==> config.mk <==
export PLATFORM = sky130hd
export DESIGN_NAME = coproc_wide_shift_ctrl
export DESIGN_NICKNAME = d
export VERILOG_FILES = /design/src/rtl/coproc_shift_pkg.sv /design/src/rtl/coproc_wide_shift_ctrl_rshifter32.sv /design/src/rtl/coproc_wide_shift_ctrl.sv
export SDC_FILE = /design/constraint.sdc
export NUM_CORES = 1
export LEC_CHECK = 0
export ABC_AREA = 1
export CAP_MARGIN = 25
export CORE_UTILIZATION = 55
export DETAILED_ROUTE_END_ITERATION = 6
export GPL_TIMING_DRIVEN = 0
export PLACE_DENSITY = 0.82
export SYNTH_ARGS = -nofsm -noshare
export SYNTH_HDL_FRONTEND = slang
export SYNTH_HIERARCHICAL = 1
export SYNTH_SLANG_ARGS = --single-unit
==> constraint.sdc <==
create_clock -name clk -period 6.5 [get_ports clk]
set_input_delay 0.975 -clock clk [delete_from_list [all_inputs] [get_ports clk]]
set_output_delay 0.975 -clock clk [all_outputs]
set_load 0.005 [all_outputs]
==> src/rtl/coproc_shift_pkg.sv <==
// Shared constants, FSM state type and merge-mask helper for the wide shift sequencer.
package coproc_shift_pkg;

  localparam int WORD_W = 32;

  typedef enum logic [1:0] {
    IDLE = 2'd0,
    ROT  = 2'd1,
    DONE = 2'd2
  } wshift_state_e;

  // Ones over the bits a rotated word keeps from its own source word.
  function automatic logic [WORD_W-1:0] merge_mask(input logic [4:0] b);
    return 32'hFFFFFFFF >> b;
  endfunction

endpackage

==> src/rtl/coproc_wide_shift_ctrl_rshifter32.sv <==
// 32-bit right shifter / right rotator; purely combinational, shared word datapath.
module rshifter32
  import coproc_shift_pkg::*;
(
  input  logic [WORD_W-1:0] d,
  input  logic [4:0]        shift_amount,
  input  logic              rotate_en,
  output logic [WORD_W-1:0] q
);

  // A left shift by 32 (shift_amount == 0) yields zero, so rotate-by-0 is identity.
  assign q = (d >> shift_amount) |
             (rotate_en ? (d << (6'(WORD_W) - {1'b0, shift_amount})) : '0);

endmodule

==> src/rtl/coproc_wide_shift_ctrl.sv <==
// Wide logical right shift / rotate sequencer, one source word per cycle through a shared rshifter32.
// Optional arithmetic (sign-fill) shift mode under COPROC_WIDE_SHIFT_ARITH_EN.
module coproc_wide_shift_ctrl
  import coproc_shift_pkg::*;
#(
  parameter  int WORDS   = 4,
  localparam int SHAMT_W = $clog2(WORDS * WORD_W)
) (
  input  logic                    clk,
  input  logic                    rst_n,
  input  logic                    req_valid,
  output logic                    req_ready,
  input  logic [WORDS*WORD_W-1:0] req_data,
  input  logic [SHAMT_W-1:0]      req_shamt,
  input  logic                    req_rotate,
`ifdef COPROC_WIDE_SHIFT_ARITH_EN
  input  logic                    req_arith,
`endif
  output logic                    resp_valid,
  input  logic                    resp_ready,
  output logic [WORDS*WORD_W-1:0] resp_data,
  output logic                    busy
);

  localparam int IDX_W = SHAMT_W - 5;
  localparam int CNT_W = IDX_W + 1;

  localparam logic [1:0] ST_IDLE = IDLE;
  localparam logic [1:0] ST_ROT  = ROT;
  localparam logic [1:0] ST_DONE = DONE;

  logic [1:0]              state_q, state_d;
  logic [WORDS*WORD_W-1:0] src_q, src_d;
  logic [SHAMT_W-1:0]      shamt_q, shamt_d;
  logic                    rotate_q, rotate_d;
  logic [CNT_W-1:0]        j_q, j_d;
  logic [WORD_W-1:0]       r_prev_q, r_prev_d;
  logic [WORDS*WORD_W-1:0] out_q, out_d;
`ifdef COPROC_WIDE_SHIFT_ARITH_EN
  logic                    arith_q, arith_d;
`endif

  logic [IDX_W-1:0]  k;
  logic [4:0]        b;
  logic [CNT_W-1:0]  s;
  logic [IDX_W-1:0]  wr_idx;
  logic [WORD_W-1:0] fill_word;
  logic [WORD_W-1:0] src_word;
  logic [WORD_W-1:0] rot_word;
  logic [WORD_W-1:0] mask;

  assign k      = shamt_q[SHAMT_W-1:5];
  assign b      = shamt_q[4:0];
  assign s      = j_q + CNT_W'(k);
  assign wr_idx = IDX_W'(j_q - 1'b1);
  assign mask   = merge_mask(b);

`ifdef COPROC_WIDE_SHIFT_ARITH_EN
  assign fill_word = (arith_q && src_q[WORDS*WORD_W-1]) ? '1 : '0;
`else
  assign fill_word = '0;
`endif

  // s[IDX_W] set means the source index ran past the top word.
  assign src_word = (!rotate_q && s[IDX_W]) ? fill_word
                                            : src_q[s[IDX_W-1:0]*WORD_W +: WORD_W];

  rshifter32 u_rshifter32 (
    .d            (src_word),
    .shift_amount (b),
    .rotate_en    (1'b1),
    .q            (rot_word)
  );

  always_comb begin
    state_d  = state_q;
    src_d    = src_q;
    shamt_d  = shamt_q;
    rotate_d = rotate_q;
    j_d      = j_q;
    r_prev_d = r_prev_q;
    out_d    = out_q;
`ifdef COPROC_WIDE_SHIFT_ARITH_EN
    arith_d  = arith_q;
`endif
    case (state_q)
      ST_IDLE: begin
        if (req_valid) begin
          src_d    = req_data;
          shamt_d  = req_shamt;
          rotate_d = req_rotate;
`ifdef COPROC_WIDE_SHIFT_ARITH_EN
          arith_d  = req_arith && !req_rotate;
`endif
          j_d      = '0;
          state_d  = ST_ROT;
        end
      end
      ST_ROT: begin
        r_prev_d = rot_word;
        j_d      = j_q + 1'b1;
        // Low bits come from the previous rotated word, high bits wrap in from this one.
        if (j_q != '0) begin
          out_d[wr_idx*WORD_W +: WORD_W] = (r_prev_q & mask) | (rot_word & ~mask);
        end
        if (j_q == CNT_W'(WORDS)) begin
          state_d = ST_DONE;
        end
      end
      ST_DONE: begin
        if (resp_ready) begin
          state_d = ST_IDLE;
        end
      end
      default: state_d = ST_IDLE;
    endcase
  end

  always_ff @(posedge clk or negedge rst_n) begin
    if (!rst_n) begin
      state_q  <= ST_IDLE;
      src_q    <= '0;
      shamt_q  <= '0;
      rotate_q <= 1'b0;
      j_q      <= '0;
      r_prev_q <= '0;
      out_q    <= '0;
`ifdef COPROC_WIDE_SHIFT_ARITH_EN
      arith_q  <= 1'b0;
`endif
    end else begin
      state_q  <= state_d;
      src_q    <= src_d;
      shamt_q  <= shamt_d;
      rotate_q <= rotate_d;
      j_q      <= j_d;
      r_prev_q <= r_prev_d;
      out_q    <= out_d;
`ifdef COPROC_WIDE_SHIFT_ARITH_EN
      arith_q  <= arith_d;
`endif
    end
  end

  assign req_ready  = rst_n && (state_q == ST_IDLE);
  assign resp_valid = (state_q == ST_DONE);
  assign resp_data  = out_q;
  assign busy       = (state_q != ST_IDLE);

endmodule

Word level (Yosys, flattened, before mapping)
Index checks and enable logic that the tools add are counted.
- register bits after elaboration: 301
- bits of input ports: 140
- output and inout port bits: 131
- word-level logic and storage cells: 48
- $add $sub $neg: 5
- equal/unequal tests: 6
- shift operators: 6
- multiplexer cells: 8
- bitwise gates (word level): 5
- reductions and logical operators: 11
- operator list (kind ; count):
    $bwmux 128 ; 1
    $shift 32x34->128 const A ; 1
    $shiftx 128x8->32 ; 1
    $shiftx 32x34->128 ; 1
    $and 32x32->32 ; 2
    $or 32x32->32 ; 2
    $neg 7->34 ; 1
    $mux 32 ; 1
    $not 32->32 ; 1
    $shl 32x6->32 ; 1
    $shr 32x5->32 ; 1
    $shr 32x5->32 const A ; 1
    $mux 2 ; 3
    $pmux 2 s3 ; 1
    $pmux 3 s2 ; 1
    $reduce_and 2->1 ; 3
    $sub 6x5->6 const A ; 1
    $ne 2x2->1 const B ; 2
    $reduce_bool 2->1 ; 2
    $add 3x1->3 const B ; 1
    $add 3x2->3 ; 1
    $eq 3x3->1 const B ; 1
    $mux 3 ; 1
    $reduce_and 3->1 ; 1
    8 further kinds ; 9

Logic depth before layout (Yosys ltp)
- depth after elaboration: 9
- mapped depth: 21
- mapped depth without buffers: 19

Cells and area by module
Netlist, hierarchy kept.
- modules (own cells, without submodules) (module ; instances ; cells each ; area an instance (µm²) ; seq. area each (µm²)):
    coproc_wide_shift_ctrl ; 1 ; 1391 ; 13266.5 ; 7532.2
    rshifter32 ; 1 ; 634 ; 3144.3 ; 0.0

Least setup slack after synthesis
OpenSTA, ideal clock, no wires.
- kind: reg-to-reg
- start point: register j_q[0]
- end point: register out_q[111] (netlist: resp_data[111])
- setup time: 0.066 ns
- arrival time: 2.974 ns
- required time: 6.434 ns
- path slack: 3.461 ns
- cell stages (with the launch flop): 20
- path buffers: 2
- period minus slack after synthesis: 3.039 ns
- cells stage by stage: dfrtp_1 ha_1 inv_1 fa_1 clkbuf_1 inv_1 clkbuf_1 nor2_1 o21ai_0 a21oi_1 nand2_1 nand3_1 nand3_1 nand3_1 nand3_1 nand3_1 inv_1 o21ai_0 nand3_1 nand2_1
- word-level cells in the longest chain between the ends: 9
- elaborated cells between the ends (all ways): 16
- classes of those cells: add/sub (3); shift (5); mux (2); bitwise (3); reduce/logical (3)
- RTL lines (element ; line ; source):
    from (decl) ; coproc_wide_shift_ctrl.sv:36 ; logic [CNT_W-1:0] j_q, j_d;
    from (signal assigned) ; coproc_wide_shift_ctrl.sv:136 ; j_q <= j_d;
    $add 3x2->3 * ; coproc_wide_shift_ctrl.sv:54 ; assign s = j_q + CNT_W'(k);
    $shiftx 128x8->32 / $logic_and 1x1->1 (equally long branches) ; coproc_wide_shift_ctrl.sv:66, coproc_wide_shift_ctrl.sv:65 ;
    $mux 32 * ; coproc_wide_shift_ctrl.sv:65 ; assign src_word = (!rotate_q && s[IDX_W]) ? fill_word
    net src_word[28] ; coproc_wide_shift_ctrl.sv:48 ; logic [WORD_W-1:0] src_word;
    $shl 32x6->32 / $shr 32x5->32 (equally long branches) ; coproc_wide_shift_ctrl_rshifter32.sv:13, coproc_wide_shift_ctrl_rshifter32.sv:12 ;
    $or 32x32->32 * ; coproc_wide_shift_ctrl_rshifter32.sv:12 ; assign q = (d >> shift_amount) |
    net rot_word[15] ; coproc_wide_shift_ctrl.sv:49 ; logic [WORD_W-1:0] rot_word;
    $and 32x32->32 * ; coproc_wide_shift_ctrl.sv:104 ; out_d[wr_idx*WORD_W +: WORD_W] = (r_prev_q & mask) | (rot_word & ~mask);
    $or 32x32->32 * ; coproc_wide_shift_ctrl.sv:104 ;
    $shiftx 32x34->128 * ; coproc_wide_shift_ctrl.sv:104 ;
    $bwmux 128 * ; coproc_wide_shift_ctrl.sv:104 ;
    to (signal assigned) ; coproc_wide_shift_ctrl.sv:138 ; out_q <= out_d;
    to (decl) ; coproc_wide_shift_ctrl.sv:38 ; logic [WORDS*WORD_W-1:0] out_q, out_d;
Mark *: on every way through the listed nets, which the timed path passes. The rest lies on a longest branch.
A chain may end at the register's enable or synchronous reset.

Worst setup path in the final report
- start point: register j_q[0]
- end point: register out_q[34] (netlist: resp_data[34])
The elaborated chain is that of the path after synthesis.

==> results <==
- The total of warnings raised by yosys is 6.
- Clock skew on the completed layout was measured at ~23 ps.
- The startpoint kind of the worst setup timing path is a flip-flop.
- Derived from the worst setup path, the maximum achievable clock frequency is between 200 and 250 MHz.
- The biggest area consumer among synthesized cells is sky130_fd_sc_hd__dfrtp_1.
- Counting both buffers and inverters, the worst setup path holds a total of 5.
- In the finished design, the share of the clock period the worst path needs comes to between 70% and 80%.
- The detailed-route wire length is 69100 um.
- The count of hold-fix buffers inserted at cts is 0.
- The repair_antennas step left the layout with diodes totalling 0.
- The violation count after the first detailed-routing iteration is roughly 2700.
- From bottom edge to top edge, the die measures roughly 170 um.
- The H-tree generated during clock tree synthesis spans 2 levels.
- The initial core utilization is 56.6%.
- The half-perimeter wire length after placement is approximately 50000 um.
- The portion of the post-synthesis area used by sequential elements is between 40 and 50%.
- At the worst endpoint, the required time is roughly 7000 ps.
- After global routing the overflow that remains totals 0.
- The worst-path cell with the longest stage delay is sky130_fd_sc_hd__o21ai_0.
- In this run the worst hold path is classified as in -> async.
- The number of nets at the end of the flow is approximately 2500.
- The global placer's final weighted congestion is 1.04.
- The count of nets left with antenna violations once routing finished came out at 0.
- The number of antenna violations at the first check in global routing is 0.
- When the netlist entered floorplanning its net count stood at between 2000 and 2500.
- The die covers ~30000 sq um.
- The cell count after synthesis is ~2000.
- Setup repair after global routing left no endpoint under its margin.
- The most numerous cell on the critical path is sky130_fd_sc_hd__nand3_1.
- The first-pass GRT wire length is 104000 um.
- The routed layout has 17800 vias.
- In this run the count of I/O pins placed on the die edge is between 200 and 300.
- The slack of the critical path is 1540 ps.
- The number of input and output port buffers inserted is 270.
- The area of the mapped netlist is approximately 16000 sq um.
- Dividing the synthesized area by the synthesized cell count gives about 8.1 sq um.
- In this run, post-CTS repair resized a total of 0 instances.
- The number of buffers inserted to repair setup after CTS is 0.
- Hold is met by between 400 and 500 ps.
- Yosys attributes the largest share of cell area to sky130_fd_sc_hd__dfrtp_1, sky130_fd_sc_hd__nand3_1, sky130_fd_sc_hd__nand2_1, sky130_fd_sc_hd__mux2_2, sky130_fd_sc_hd__o21ai_0.
- The via count of the first global-routing pass is about 17000.
- Fill cells in the final layout number 2057.
- In the routed layout, each cell is associated on average with a via count of roughly 6.5.
- The TritonCTS sink count is 301.
- The count of endpoints failing setup in the final report is 0.
- Clock-pin slew was measured on the worst setup and hold paths at roughly 60 ps.
- The synthesized flop and latch total is around 300.
- In the final layout, the share of cells above drive strength 1 is about 13%.
- The standard-cell row count is between 60 and 70.
- Across the run, the number of max-cap violations was 0.
- The number of detailed-route iterations in the first pass is 6.
- The per-cell routed wire length is around 25 um.
- TritonCTS built the clock tree.
- The largest single stage delay on the critical path is between 600 and 700 ps.
- Clock latency on the worst-skew pair, taken at its later pin, is 530 ps.
- Walking the worst path, the cells encountered are ha_1 > inv_1 > fa_1 > clkbuf_1 > inv_1 > clkbuf_1 > nor2_1 > o21ai_0 > a21oi_1 > nand2_1 > nand3_1 > nand3_1 > nand3_1 > nand3_1 > nand3_1 > inv_1 > o21ai_0 > nand3_1 > nand2_1.
- Grouping stages by cell kind, the critical path spends the most delay in simple AND/OR/NAND/NOR gates.
- The area share of the largest cell type after synthesis is a little under half.
- The number of buffers created by CTS is 34.
- In this run the worst path has a maximum fanout of 10.
- In the routed design, unresolved DRC markers number 0.
- The library cell used as clock root buffer is sky130_fd_sc_hd__clkbuf_16.
- Compared with the post-synthesis result, the final layout area differs by 26.7%.
- The pre-CTS worst setup slack is around 1800 ps.
- The post-synthesis cell type count is 37.
- At the pin with the least slew margin, the transition time is 1030 ps.
- The run finished with clean final reports.
- The reg2reg setup slack is approximately 1500 ps.
- The headroom to the max-slew limit is roughly 30%.
- STA classifies the critical path endpoint as a flip-flop.
- The total global routing track utilization is between 40% and 50%.
- The number of slew-limit violations in the final report came to 0.
- The worst endpoint data arrival time is approximately 5400 ps.
- The clock period minus worst slack is 4960 ps.
- The die is approximately 170 um wide.
- The worst setup path is of the reg -> reg kind.
- The largest net degree at the start of global routing is 130.
- The count of final hold-check violations came to 0.
- The total area inside the core boundary comes to between 20000 and 30000 sq um.
- The maximum count of clock buffers along a single path is 3.
Yosys cell counts:
master,count
sky130_fd_sc_hd__buf_2,43
sky130_fd_sc_hd__inv_4,3
sky130_fd_sc_hd__o21ai_0,117
sky130_fd_sc_hd__ha_1,8
sky130_fd_sc_hd__a21oi_1,39
sky130_fd_sc_hd__buf_4,11
sky130_fd_sc_hd__inv_1,50
sky130_fd_sc_hd__nor2_2,2
sky130_fd_sc_hd__o21ai_4,1
sky130_fd_sc_hd__xor2_1,1
sky130_fd_sc_hd__a22o_1,7
sky130_fd_sc_hd__nand3_4,2
sky130_fd_sc_hd__o21ai_1,18
sky130_fd_sc_hd__dfrtp_1,301
sky130_fd_sc_hd__nor2_8,2
sky130_fd_sc_hd__nor2_1,154
sky130_fd_sc_hd__conb_1,1
sky130_fd_sc_hd__nand4_1,12
sky130_fd_sc_hd__and2_1,1
sky130_fd_sc_hd__mux2_2,130
sky130_fd_sc_hd__nand2_1,506
sky130_fd_sc_hd__inv_2,9
sky130_fd_sc_hd__nand2_2,7
sky130_fd_sc_hd__nand3_2,2
sky130_fd_sc_hd__o31ai_1,1
sky130_fd_sc_hd__fa_1,1
sky130_fd_sc_hd__clkinv_1,1
sky130_fd_sc_hd__buf_6,18
sky130_fd_sc_hd__nand3_1,507
sky130_fd_sc_hd__nand4_2,2
sky130_fd_sc_hd__nor2_4,4
sky130_fd_sc_hd__a21oi_4,1
sky130_fd_sc_hd__o22ai_1,2
sky130_fd_sc_hd__clkbuf_2,1
sky130_fd_sc_hd__buf_1,8
sky130_fd_sc_hd__xnor2_1,1
sky130_fd_sc_hd__clkbuf_1,51
state kept, by name (all words and copies together), names as in the netlist:
register and count:
j_q 3, r_prev_q 32, resp_data 128, rotate_q 1, shamt_q 7, src_q 128
state_q 2
worst register-to-register path: stages, from the launching register on:
cell                       delay, ps
sky130_fd_sc_hd__dfrtp_1         530
sky130_fd_sc_hd__ha_1            220
sky130_fd_sc_hd__inv_1            50
sky130_fd_sc_hd__fa_1            470
sky130_fd_sc_hd__clkbuf_1        310
sky130_fd_sc_hd__inv_1           210
sky130_fd_sc_hd__clkbuf_1        300
sky130_fd_sc_hd__nor2_1          270
sky130_fd_sc_hd__o21ai_0         150
sky130_fd_sc_hd__a21oi_1         360
sky130_fd_sc_hd__nand2_1         270
sky130_fd_sc_hd__nand3_1         190
sky130_fd_sc_hd__nand3_1         110
sky130_fd_sc_hd__nand3_1         170
sky130_fd_sc_hd__nand3_1          90
sky130_fd_sc_hd__nand3_1         120
sky130_fd_sc_hd__inv_1            60
sky130_fd_sc_hd__o21ai_0         670
sky130_fd_sc_hd__nand3_1         220
sky130_fd_sc_hd__nand2_1         120
cell families (layout without fill, tap and decap cells):
kind of cell	after synthesis	in the layout	synth area share (%)
fa+ha+maj	9	9	0.732
flops	301	301	45.9
other cells	1	1	0.0229
simple gates	1201	1201	32.4
mux	130	130	8.92
buf+inv	195	527	5.92
compound gates	186	186	6.00
xor+xnor	2	2	0.107
worst paths after layout:
path | depth (start not counted) | startpoint | endpoint
worst max-delay path | 19 | j_q[0]$_DFFE_PN0P_ | resp_data[34]$_DFFE_PN0P_
max in group asynchronous | 2 | rst_n | src_q[43]$_DFFE_PN0P_
min in group clk | 2 | resp_data[23]$_DFFE_PN0P_ | resp_data[23]$_DFFE_PN0P_
worst min register to register | 2 | resp_data[23]$_DFFE_PN0P_ | resp_data[23]$_DFFE_PN0P_
worst max register to register | 19 | j_q[0]$_DFFE_PN0P_ | resp_data[34]$_DFFE_PN0P_
worst min-delay path | 1 | rst_n | src_q[25]$_DFFE_PN0P_
layout make-up:
class                           count  area, sq um  area share (%)
Multi-Input combinational cell   1529         7910            38.0
Sequential cell                   301         7530            36.2
Timing Repair Buffer              273         2770            13.3
Clock buffer                       46          967            4.65
Buffer                            132          727            3.50
Tap cell                          384          480            2.31
Inverter                           63          244            1.17
Clock inverter                     13          168           0.806
cells in the final DEF (no fill, tap or decap), drive strengths merged:
master	netlist	routed
nand2	513	513
nand3	511	511
dfrtp	301	301
clkdlybuf4s50	0	269
nor2	162	162
o21ai	136	136
mux2	130	130
clkbuf	52	99
buf	80	83
inv	62	64
a21oi	40	40
nand4	14	14
ha	8	8
a22o	7	7
clkinv	1	7
bufinv	0	3
o22ai	2	2
clkinvlp	0	2
xor2	1	1
and2	1	1
o31ai	1	1
xnor2	1	1
fa	1	1
conb	1	1
stage by stage:
stage | cells | utilization [%] | setup TNS (ps) | cell area, sq um
floorplan | 2025 | - | 0 | 16400
global placement | 2679 | 67.5 | -2409860 | 19600
detailed placement | 2681 | 67.7 | 0 | 19700
CTS | 2740 | 71.7 | 0 | 20800
global route | 2741 | 71.7 | 0 | 20800
finish | 2741 | 71.7 | 0 | 20800
routing by layer:
layer | GRT usage (%) | wire [um] | vias to the layer above
met5 | 0 | 0 | -
li1 | - | - | 7448
met2 | 70.0 | 30900 | 1465
met1 | 60.1 | 26100 | 8598
met4 | 20.0 | 3420 | 0
met3 | 12.3 | 8750 | 280
Power is not shown: default switching activity piles up to over one toggle a cycle in this logic, so the estimate is an artifact.
==> edit: new RTL, same flow settings <==
`WORDS`: 4 -> 2.
--- a/src/rtl/coproc_wide_shift_ctrl.sv
+++ b/src/rtl/coproc_wide_shift_ctrl.sv
@@ -5,3 +5,3 @@
 #(
-  parameter  int WORDS   = 4,
+  parameter  int WORDS   = 2,
   localparam int SHAMT_W = $clog2(WORDS * WORD_W)
Interface: changed (resized req_data, req_shamt and resp_data); port bits go from 271 to 142. No check against the original RTL was run, so the function may have changed too.
==> edit against the original RTL <==
- wire length down 42%
- sequential share of layout area fell by 3.6 points
- final cell count shrank 31%
- critical endpoint is now req_ready
- critical path type is now input port to primary output
- setup slack better by 1500 ps
- critical path depth fell by 14
- cell area is 37% lower
- non-clock buffer count down 169
- sequential cell count shrank 130
- global-route usage fell by 4.4 points
- synthesized area down 34%
Power is not shown: default switching activity piles up to over one toggle a cycle in this logic, so the estimate is an artifact.
==> edit: results <==
[grt]
grt_pass1_wl_um = 61900
track_usage = 0.410
grtUsageMet2 = 0.616
grt_max_degree = 123
use_met1 = 0.565
met3_usage = 0.110
grt_pass1_vias = 11200

[cells_and_area]
syn_to_final_growth_pct = 22.0
nNonClkBuffers = 236
nClkBuffers = 17
n_antenna_cell = 0
buffer_area_frac = 0.151
inv_count = 67
ff_latch_area_um2 = 4280
multi_input_cells = 1117
final-clk-cell-share = 0.0453
multi_input_area_share = 0.433
final_nets = 1689
final_layout_size_suffix_gt1_frac = 0.113
nFillCells = 1597

[critical_path]
cp_data_arrival_time_ps = 2530
path_max_fanout = 122
reg2reg_depth = 16
cp_slowest_stage_delay_ps = 510
crit_slowest_cell = clkdlybuf4s50_1

[clocking]
cts_resized = 0
clkTransAtPathRegs_ps = 80
clk_latency_ps = 440
htreeDepth = 4
clockBufferDepth = 2
cts.sinks = 171

[place]
placed_area_um2 = 12500
dpl.cell_count = 1851
port_buffers = 141
dp_slack_ps = 2900
gp_congestion = 1.08
place_hpwl_um = 31300

[timing]
finClkSkew_ps = 12.0
relSlewSlack = 0.496

[detailed_routing]
drt-met1-wl_um = 16200
drt_iter0_markers = 1720
avgViaCountPerCell = 6.28
wl_per_cell_um = 21.2
met3_length_um = 4910
first_pass_iters = 6
vias = 11800
routed.top_layer = met4
wl_met2_um = 17300

[synthesis]
synth_area_leaders = dfrtp_1, nand3_1, nand2_1
synth.area.mux_share = 0.0691
synthAdderAreaFrac = 0.00465
synth_compound_area_frac = 0.0512
synth_top_cells_by_count = nand3_1, nand2_1, dfrtp_1
synth_cells = 1449
syn_nets = 1528
yosysSeqAreaShare = 0.398
ys_types = 36
synthXorXnorAreaFrac = 0.000815

[floorplan]
core_area_um2 = 19000

[run_status]
status = complete, no violations
-- edit: cell count changes in the layout (fill, tap and decap cells not counted), sizes merged, moves of 17 or more --
cell	unedited run	this run
buf	83	66
clkbuf	99	47
clkdlybuf4s50	269	140
dfrtp	301	171
mux2	130	66
nand2	513	411
nand3	511	485
nor2	162	24
o21ai	136	56
-- edit: worst paths after layout --
check / slack [ps] / end / from
worst max register to register: 3000 / resp_data[36]$_DFFE_PN0P_ / j_q[0]$_DFFE_PN0P_
worst min register to register: 470 / resp_data[16]$_DFFE_PN0P_ / resp_data[16]$_DFFE_PN0P_
min in group clk: 470 / resp_data[16]$_DFFE_PN0P_ / resp_data[16]$_DFFE_PN0P_
max in group asynchronous: 5080 / r_prev_q[24]$_DFFE_PN0P_ / rst_n
worst max-delay path: 2990 / req_ready / rst_n
worst min-delay path: 420 / src_q[14]$_DFFE_PN0P_ / rst_n
-- edit: critical path: cells and delay by family --
| kind | cells | cell delay [ps] |
|---|---|---|
| buf+inv | 4 | 1300 |
| simple gates | 1 | 130 |
